<file path="src/rtl/prog_clock_divider.sv">
// rtl/prog_clock_divider.sv - runtime-programmable integer clock divider with glitch-free reconfiguration
// Optional PROG_CLK_DIV_SYNC_EN adds a sync input that forces an immediate period restart.
module prog_clock_divider #(
  parameter int CLK_FREQ     = 50_000_000,
  parameter int WIDTH        = 32,
  parameter int DEFAULT_DIV  = 50_000,
  parameter int DEFAULT_HIGH = 25_000
) (
  input  logic             clk,
  input  logic             rst,
  input  logic             en,
  input  logic             load,
  input  logic [WIDTH-1:0] div_in,
  input  logic [WIDTH-1:0] high_in,
`ifdef PROG_CLK_DIV_SYNC_EN
  input  logic             sync,
`endif
  output logic             clk_out,
  output logic             tick,
  output logic             pending
);

  localparam logic [WIDTH-1:0] DEF_DIV  = WIDTH'(DEFAULT_DIV);
  localparam logic [WIDTH-1:0] DEF_HIGH = WIDTH'(DEFAULT_HIGH);
  localparam logic [WIDTH-1:0] ONE      = WIDTH'(1);
  localparam logic [WIDTH-1:0] TWO      = WIDTH'(2);

  // Marks an unusable parameter set in the elaborated hierarchy.
  generate
    if (CLK_FREQ <= 0 || DEFAULT_DIV < 2 || DEFAULT_HIGH < 1 || DEFAULT_HIGH >= DEFAULT_DIV) begin : g_bad_params
    end
  endgenerate

  logic [WIDTH-1:0] cnt_q, cnt_d;
  logic [WIDTH-1:0] div_act_q, div_act_d;
  logic [WIDTH-1:0] high_act_q, high_act_d;
  logic [WIDTH-1:0] div_sh_q, div_sh_d;
  logic [WIDTH-1:0] high_sh_q, high_sh_d;
  logic             pending_q, pending_d;
  logic             clk_out_q, clk_out_d;
  logic             tick_q, tick_d;

  logic [WIDTH-1:0] div_cl;
  logic [WIDTH-1:0] high_cl;
  logic             sync_hit;
  logic             wrap;
  logic             apply;

  always_comb begin
    div_cl = (div_in < TWO) ? TWO : div_in;
    if (high_in == '0) begin
      high_cl = ONE;
    end else if (high_in >= div_cl) begin
      high_cl = div_cl - ONE;
    end else begin
      high_cl = high_in;
    end
  end

  always_comb begin
`ifdef PROG_CLK_DIV_SYNC_EN
    sync_hit = en & sync;
`else
    sync_hit = 1'b0;
`endif
    wrap  = sync_hit | (cnt_q == div_act_q - ONE);
    apply = en & wrap & pending_q;
  end

  always_comb begin
    cnt_d      = cnt_q;
    div_act_d  = div_act_q;
    high_act_d = high_act_q;
    div_sh_d   = div_sh_q;
    high_sh_d  = high_sh_q;
    pending_d  = pending_q;
    clk_out_d  = clk_out_q;
    tick_d     = 1'b0;

    if (en) begin
      cnt_d = wrap ? '0 : cnt_q + ONE;
      if (apply) begin
        div_act_d  = div_sh_q;
        high_act_d = high_sh_q;
        pending_d  = 1'b0;
      end
      // High time of the period that cnt_d belongs to, so a new config takes effect on cycle 0.
      clk_out_d = (cnt_d < high_act_d);
      tick_d    = (cnt_d == '0);
    end

    // A capture on the applying edge keeps pending set; the fresh values wait for the next wrap.
    if (load) begin
      div_sh_d  = div_cl;
      high_sh_d = high_cl;
      pending_d = 1'b1;
    end
  end

  always_ff @(posedge clk or posedge rst) begin
    if (rst) begin
      cnt_q      <= DEF_DIV - ONE;
      div_act_q  <= DEF_DIV;
      high_act_q <= DEF_HIGH;
      div_sh_q   <= DEF_DIV;
      high_sh_q  <= DEF_HIGH;
      pending_q  <= 1'b0;
      clk_out_q  <= 1'b0;
      tick_q     <= 1'b0;
    end else begin
      cnt_q      <= cnt_d;
      div_act_q  <= div_act_d;
      high_act_q <= high_act_d;
      div_sh_q   <= div_sh_d;
      high_sh_q  <= high_sh_d;
      pending_q  <= pending_d;
      clk_out_q  <= clk_out_d;
      tick_q     <= tick_d;
    end
  end

  assign clk_out = clk_out_q;
  assign tick    = tick_q;
  assign pending = pending_q;

endmodule

</file>
<file path="config.mk">
export PLATFORM = sky130hd
export DESIGN_NAME = prog_clock_divider
export DESIGN_NICKNAME = d
export VERILOG_FILES = /design/src/rtl/prog_clock_divider.sv
export SDC_FILE = /design/constraint.sdc
export NUM_CORES = 1
export LEC_CHECK = 0
export BUFFER_PORTS_ARGS = -buffer_cell sky130_fd_sc_hd__buf_2
export CAP_MARGIN = 20
export CELL_PAD_IN_SITES_DETAIL_PLACEMENT = 0
export CELL_PAD_IN_SITES_GLOBAL_PLACEMENT = 1
export CORE_MARGIN = 2
export CORE_UTILIZATION = 44
export CTS_CLUSTER_SIZE = 16
export DETAILED_ROUTE_END_ITERATION = 8
export PLACE_DENSITY = 0.8
export SYNTH_ARGS = -nofsm -noshare
export SYNTH_HDL_FRONTEND = slang
export SYNTH_SLANG_ARGS = --single-unit
export TNS_END_PERCENT = 5
</file>
<file path="constraint.sdc">
create_clock -name clk -period 5 [get_ports clk]
set_input_delay 0.25 -clock clk [delete_from_list [all_inputs] [get_ports clk]]
set_output_delay 0.25 -clock clk [all_outputs]
set_load 0.02 [all_outputs]
</file>
==> reports/metrics.yaml, run 1 <==
status: "finished, violations left"
violations: "hold timing"
syn_area_sq_mm: 0.0109
layout_min_cycle_time_ns: 4.82
clk_pin_slew_ns: 0.07
synth_commonest_cells: "dfrtp_1, mux2_2, xnor2_1"
root_buffer: "clkbuf_16"
antenna_found_initial: 0
synth_ff_type: "dfrtp_1"
ys_ff_latch: 163
fillCellCount: 2171
die_y_um: 162
peakVddDrop_mv: 0.184
arrival_ns: 5.19
syn_inst: 1108
period_share_pct: 96.4
cts_sinks: 163
grt_overflow: 0
max-cap-violations: 0
gp_congestion: 0.886
grt_pass1_vias: 8435
leakage_nw: 5.73
postLayoutCellArea_sq_mm: 0.0130
total_power_mw: 3.54
place_ws_ns: -0.134
grt_pass1_wl_um: 47500
yosys_warnings: 0
wirelength_um: 30500
netlist_top_cells_area: "dfrtp_1, mux2_2, dfstp_2, ha_1, xnor2_1"
syn-num-nets: 1242
area_growth_pct: 19.2
critical_path.max_stage_delay_ns: 0.54
setup_violations: 0
synth_edf_count: 0
wire_per_inst_um: 19.6
cts_tree: "done"
die_w_um: 162
antenna_cells: 0
start_util_pct: 44.9
drtPass1Iterations: 5
cp-end-kind: "flop"
ios: 71
p_per_area_mw_per_mm2: 272
drc: 0
portBuffers: 70
fp.coreArea_sq_mm: 0.0243
h-tree-depth: 4
seq_area_frac_synth_pct: 37.7
fmax_ghz: 0.208
start_kind: "flop"
cp_data_required_time_ns: 5.37
skew_ns: 0.0103
path_class: "reg2reg"
relSlewSlack_pct: 39.7
ys_types: 70
finalHoldViolCount: 10
crit_path_cell_trace: "buf_4 -> nor4_4 -> buf_6 -> nand3_2 -> or4_1 -> o41a_1 -> a211o_4 -> nor4_4 -> buf_4 -> buf_6 -> clkbuf_16 -> mux2_4 -> inv_4 -> ha_4 -> a211o_1 -> nor3_2 -> o221ai_2 -> a21oi_2 -> o211ai_1 -> o221ai_1 -> a31o_1"
globalRouteTotalUtil_pct: 23.5
insertion_delay_ns: 0.43
yosysTopAreaCell: "dfrtp_1"
via_per_inst: 5.76
drive_above_1_share_pct: 30.3
ff2ff_path_depth: 21
synth_top_area_share_pct: 29.8
min_path_type: "in2async"
multiInputGateArea_sq_mm: 0.00649
vias: 8947
drtAntennaViolNets: 0
hold_ws_ns: -0.0257
worst_pin_slew_ns: 0.898
setup_ws_ns: 0.182
fin_util_pct: 53.5
place_inst: 1503
cp_slowest_cell: "or4_1"
stdcell_count: 1554
nets: 1351
setup_tns_ns: 0
fp-row-count: 57
die-area_sq_mm: 0.0261
dpl_cell_area_sq_mm: 0.0119
cp_max_fo: 8
rsz0062_at_grt: "true"
yosysMostFrequentCell: "dfrtp_1"
drv_slew: 0
ys_async_sr_fraction_pct: 100
first_iter_violations: 668
numCtsBuffers: 17
grt_max_degree: 93
syn_avg_cell_area_sq_um: 9.86
ctsLongestPathBuffers: 2
seq_area_sq_mm: 0.00412
dp_hpwl_um: 23100
-- cell families (layout without fill, tap and decap cells) --
| logic type | after synthesis | after routing | share of synthesized area, % |
|---|---|---|---|
| DFF | 163 | 163 | 37.7 |
| adders and majority gates | 66 | 66 | 7.56 |
| xor gates and xnor gates | 104 | 104 | 8.34 |
| AOI/OAI and AO/OA | 165 | 165 | 11.2 |
| and+or+nand+nor | 347 | 347 | 17.4 |
| muxes | 123 | 123 | 12.6 |
| buffers and inverters | 140 | 262 | 5.17 |
-- flip-flops by register name, indices dropped and copies added (netlist names) --
name        count
cnt_q          32
div_act_q      32
div_sh_q       32
high_act_q     32
high_sh_q      32
clk_out         1
pending         1
tick            1
-- per-layer routing --
| layer | vias to the layer above | global-route usage [%] | wire length, um |
|---|---|---|---|
| li1 | 4246 | - | - |
| met1 | 4396 | 33.8 | 14500 |
| met2 | 262 | 37.3 | 14000 |
| met3 | 43 | 2.88 | 1340 |
| met4 | 0 | 6.94 | 691 |
| met5 | - | 0 | 0 |
-- layout by cell type, fill, tap and decap left out, drive strengths merged, types with 33 or more instances in the layout --
cell type and n:
ha 66, nor2b 33, xnor2 76, nor4 33
dfrtp 130, nor2 68, nor3 36, dfstp 33
inv 88, mux2 117, buf 146, nand2 53
nand3 34
-- report_power, final --
group | total [mW] | switching [mW] | internal [mW]
logic | 0.697 | 0.374 | 0.323
clock network | 1.30 | 0.592 | 0.704
registers | 1.55 | 0.111 | 1.44
total | 3.54 | 1.08 | 2.46
-- what timing repair did --
action | in CTS | in global routing
cloned | 1 | 2
hold buffers | 0 | 0
endpoints found under the setup margin | 1 | 1
pin swaps | 7 | 24
buffers inserted | 2 | 14
resized for setup | 11 | 57
-- critical path: cells and delay by family (launching register included) --
kind | cells | cell delay [ns]
simple gates | 5 | 1.47
fa+ha+maj | 1 | 0.19
flops | 1 | 0.39
mux | 1 | 0.32
compound gates | 8 | 1.53
buf+inv | 6 | 0.82
-- area by class of cell --
type / instances / share of cell area (%)
multi-input combinational: 805 / 49.9
tap: 324 / 3.11
clock inverter: 13 / 1.07
inverter: 81 / 2.39
sequential: 163 / 31.6
clock buffer: 19 / 3.33
timing repair buffer: 149 / 8.56
-- path summary, 6_finish.rpt --
check | from | to | slack (ns)
max | div_act_q[1]$_DFFE_PP0P_ | clk_out$_DFFE_PP0P_ | 0.18
min | rst | cnt_q[26]$_DFFE_PP0P_ | -0.03
max reg2reg | div_act_q[1]$_DFFE_PP0P_ | clk_out$_DFFE_PP0P_ | 0.18
min reg2reg | high_act_q[24]$_DFFE_PP0P_ | high_act_q[24]$_DFFE_PP0P_ | 0.49
max in group asynchronous | rst | div_sh_q[15]$_DFFE_PP1P_ | 3.92
min in group clk | div_in[24] | div_sh_q[24]$_DFFE_PP0P_ | 0.08
Power figures use the tool's default switching activity.
==> inputs of run 2 (changes only) <==
CORE_ASPECT_RATIO = 1.25   (was default)
==> run 2 against run 1 <==
Effect of this change:
- setup slack worse by 0.043 ns
- clock power rose by 12%
- routed wire length is 0.50% lower
- the run now ends clean
- critical endpoint unchanged
- sequential share of layout area fell by 0.54 points
- maximum frequency decreased by 0.89%
- global-route usage shrank 0.19 points
- die area barely moved
==> reports/metrics.yaml, run 2 (synthesis gave the netlist of run 1 again) <==
multiInputGateArea_sq_mm: 0.00653  # +0.60%
numCtsBuffers: 17  # unchanged
vias: 8939  # -0.089%
die_w_um: 145  # -10%
cp-end-kind: "flop"
fin_util_pct: 54.2  # +0.70 points
r2r_start: "div_act_q[1]$_DFFE_PP0P_"
antenna_found_initial: 0  # unchanged
period_share_pct: 97.2  # +0.87 points
cts_tree: "done"
ios: 71  # unchanged
arrival_ns: 5.23  # +0.04 ns
cp_slowest_cell: "or4_4"
skew_ns: 0.0157  # +0.00534 ns
critical_path.max_stage_delay_ns: 0.53  # about the same
drtAntennaViolNets: 0  # unchanged
grt_pass1_wl_um: 48400  # +2.0%
drv_slew: 0  # unchanged
gp_congestion: 0.893  # +0.80%
start_util_pct: 44.7  # -0.19 points
final_common_cell: "dfrtp_1"
path_class: "reg2reg"
mostFrequentLayoutCells: "dfrtp_1, mux2_2, buf_4"
crit_path_cell_trace: "inv_2 -> ha_4 -> or3b_4 -> or4_4 -> a221oi_4 -> nand3_1 -> and4b_1 -> nand4b_1 -> nor4_4 -> buf_6 -> buf_6 -> buf_12 -> mux2_1 -> inv_1 -> ha_1 -> a21o_1 -> a21oi_1 -> nor2_1 -> a2111oi_2 -> o211ai_1 -> nor3_1 -> a31o_1"
fp-row-count: 64  # +12%
ff2ff_path_depth: 22  # +4.8%
fmax_ghz: 0.206  # -0.89%
nets: 1370  # +1.4%
p_per_area_mw_per_mm2: 281  # +3.5%
grt_max_degree: 110  # +18%
drc: 0  # unchanged
setup_violations: 0  # unchanged
hp-start: "high_in[20]"
startpoint: "div_act_q[1]$_DFFE_PP0P_"
path_depth: 22  # +4.8%
antenna_cells: 0  # unchanged
leakage_nw: 5.86  # +2.2%
setup_tns_ns: 0  # unchanged
via_per_inst: 5.66  # -1.7%
postLayoutCellArea_sq_mm: 0.0132  # +1.7%
hold_ws_ns: 0.0961  # +0.122 ns
root_buffer: "clkbuf_16"
worst_pin_slew_ns: 0.834  # -0.0635 ns
fp.coreArea_sq_mm: 0.0244  # +0.43%
cts_sinks: 163  # unchanged
globalRouteTotalUtil_pct: 23.3  # -0.19 points
drtPass1Iterations: 5  # unchanged
layout_min_cycle_time_ns: 4.86  # +0.0434 ns
max-cap-violations: 0  # unchanged
path_buf_inv: 5  # -1
h-tree-depth: 4  # unchanged
wire_per_inst_um: 19.2  # -2.1%
cp_common_cell: "buf_6"
area_growth_pct: 21.3
portBuffers: 70  # unchanged
finalHoldViolCount: 0  # -10
ctsLongestPathBuffers: 2  # unchanged
start_kind: "flop"
status: "complete, no violations"
clk_pin_slew_ns: 0.06  # about the same
die-area_sq_mm: 0.0261  # about the same
grt_pass1_vias: 8969  # +6.3%
dp_hpwl_um: 23100  # about the same
seq_area_sq_mm: 0.00412  # unchanged
die_y_um: 180  # +12%
first_iter_violations: 553  # -17%
crit_family: "simple AND/OR/NAND/NOR gates"
insertion_delay_ns: 0.43  # about the same
dpl_cell_area_sq_mm: 0.0122  # +1.9%
peakVddDrop_mv: 0.233  # +27%
grt_overflow: 0  # unchanged
hold_depth: 2
cp_data_required_time_ns: 5.37  # about the same
fillCellCount: 2168  # -0.14%
wirelength_um: 30300  # -0.50%
cp_max_fo: 5  # -3
r2r_slack_ns: 0.14  # -0.04 ns
min_path_type: "in2reg"
drive_above_1_share_pct: 31.8  # +1.5 points
relSlewSlack_pct: 44.0  # +4.3 points
-- run 2: cell count changes in the layout (fill, tap and decap cells not counted), sizes merged --
cell	delta
buf	+21
bufinv	+5
clkinv	-1
dlygate4sd3	+1
inv	-7
-- run 2: where the power goes --
part | total, mW | leakage (nW) | switching, mW | internal, mW
Combinational | 0.725 | 3.54 | 0.368 | 0.357
Clock | 1.46 | 0.308 | 0.524 | 0.935
Sequential | 1.54 | 2.01 | 0.107 | 1.44
-- run 2: worst paths after layout --
kind	endpoint
setup reg to reg	clk_out$_DFFE_PP0P_
max in group asynchronous	cnt_q[26]$_DFFE_PP0P_
hold reg to reg	div_act_q[0]$_DFFE_PP0P_
min in group asynchronous	tick$_DFF_PP0_
hold / removal	high_sh_q[20]$_DFFE_PP0P_
setup / recovery	clk_out$_DFFE_PP0P_
-- run 2: worst reg2reg max path: cells and delay by family (launching register included) --
family	cells	cell delay (ns)
compound gates	6	1.24
fa+ha+maj	2	0.40
simple gates	8	1.85
buf+inv	5	0.58
mux	1	0.33
flops	1	0.38
-- run 2: metrics by stage --
stage | cells | worst slack (ns) | power (mW)
after floorplan | 1108 | 0.0472 | 1.97
after global placement | 1536 | -0.0984 | 2.22
after detailed placement | 1536 | -0.246 | 2.24
after CTS | 1572 | 0.0291 | 3.71
after global routing | 1579 | -0.0816 | 3.89
final | 1579 | 0.139 | 3.73
-- run 2: cell type report --
class / instances / share of cell area, %
inverter: 81 / 2.33
timing repair buffer: 168 / 9.21
clock buffer: 22 / 3.35
sequential: 163 / 31.1
clock inverter: 10 / 1.55
multi-input combinational: 805 / 49.3
tap: 330 / 3.12
-- run 2: layer usage --
metal	wire (um)	share of wire [%]	vias up	global-route usage, %
met5	0	0	-	0
met2	14700	48	214	38.8
met4	1270	4.2	0	10.8
li1	-	-	4288	-
met1	13400	44	4375	30.6
met3	1030	3.4	62	2.51
-- run 2: repair_timing --
| item | 4_1_cts | 5_1_grt |
|---|---|---|
| gates resized for setup | 17 | 50 |
| hold buffers | 0 | 1 |
| pin swaps | 6 | 26 |
| buffers inserted | 4 | 5 |
| endpoints found under the hold margin | 0 | 7 |
| endpoints found under the setup margin | 1 | 1 |
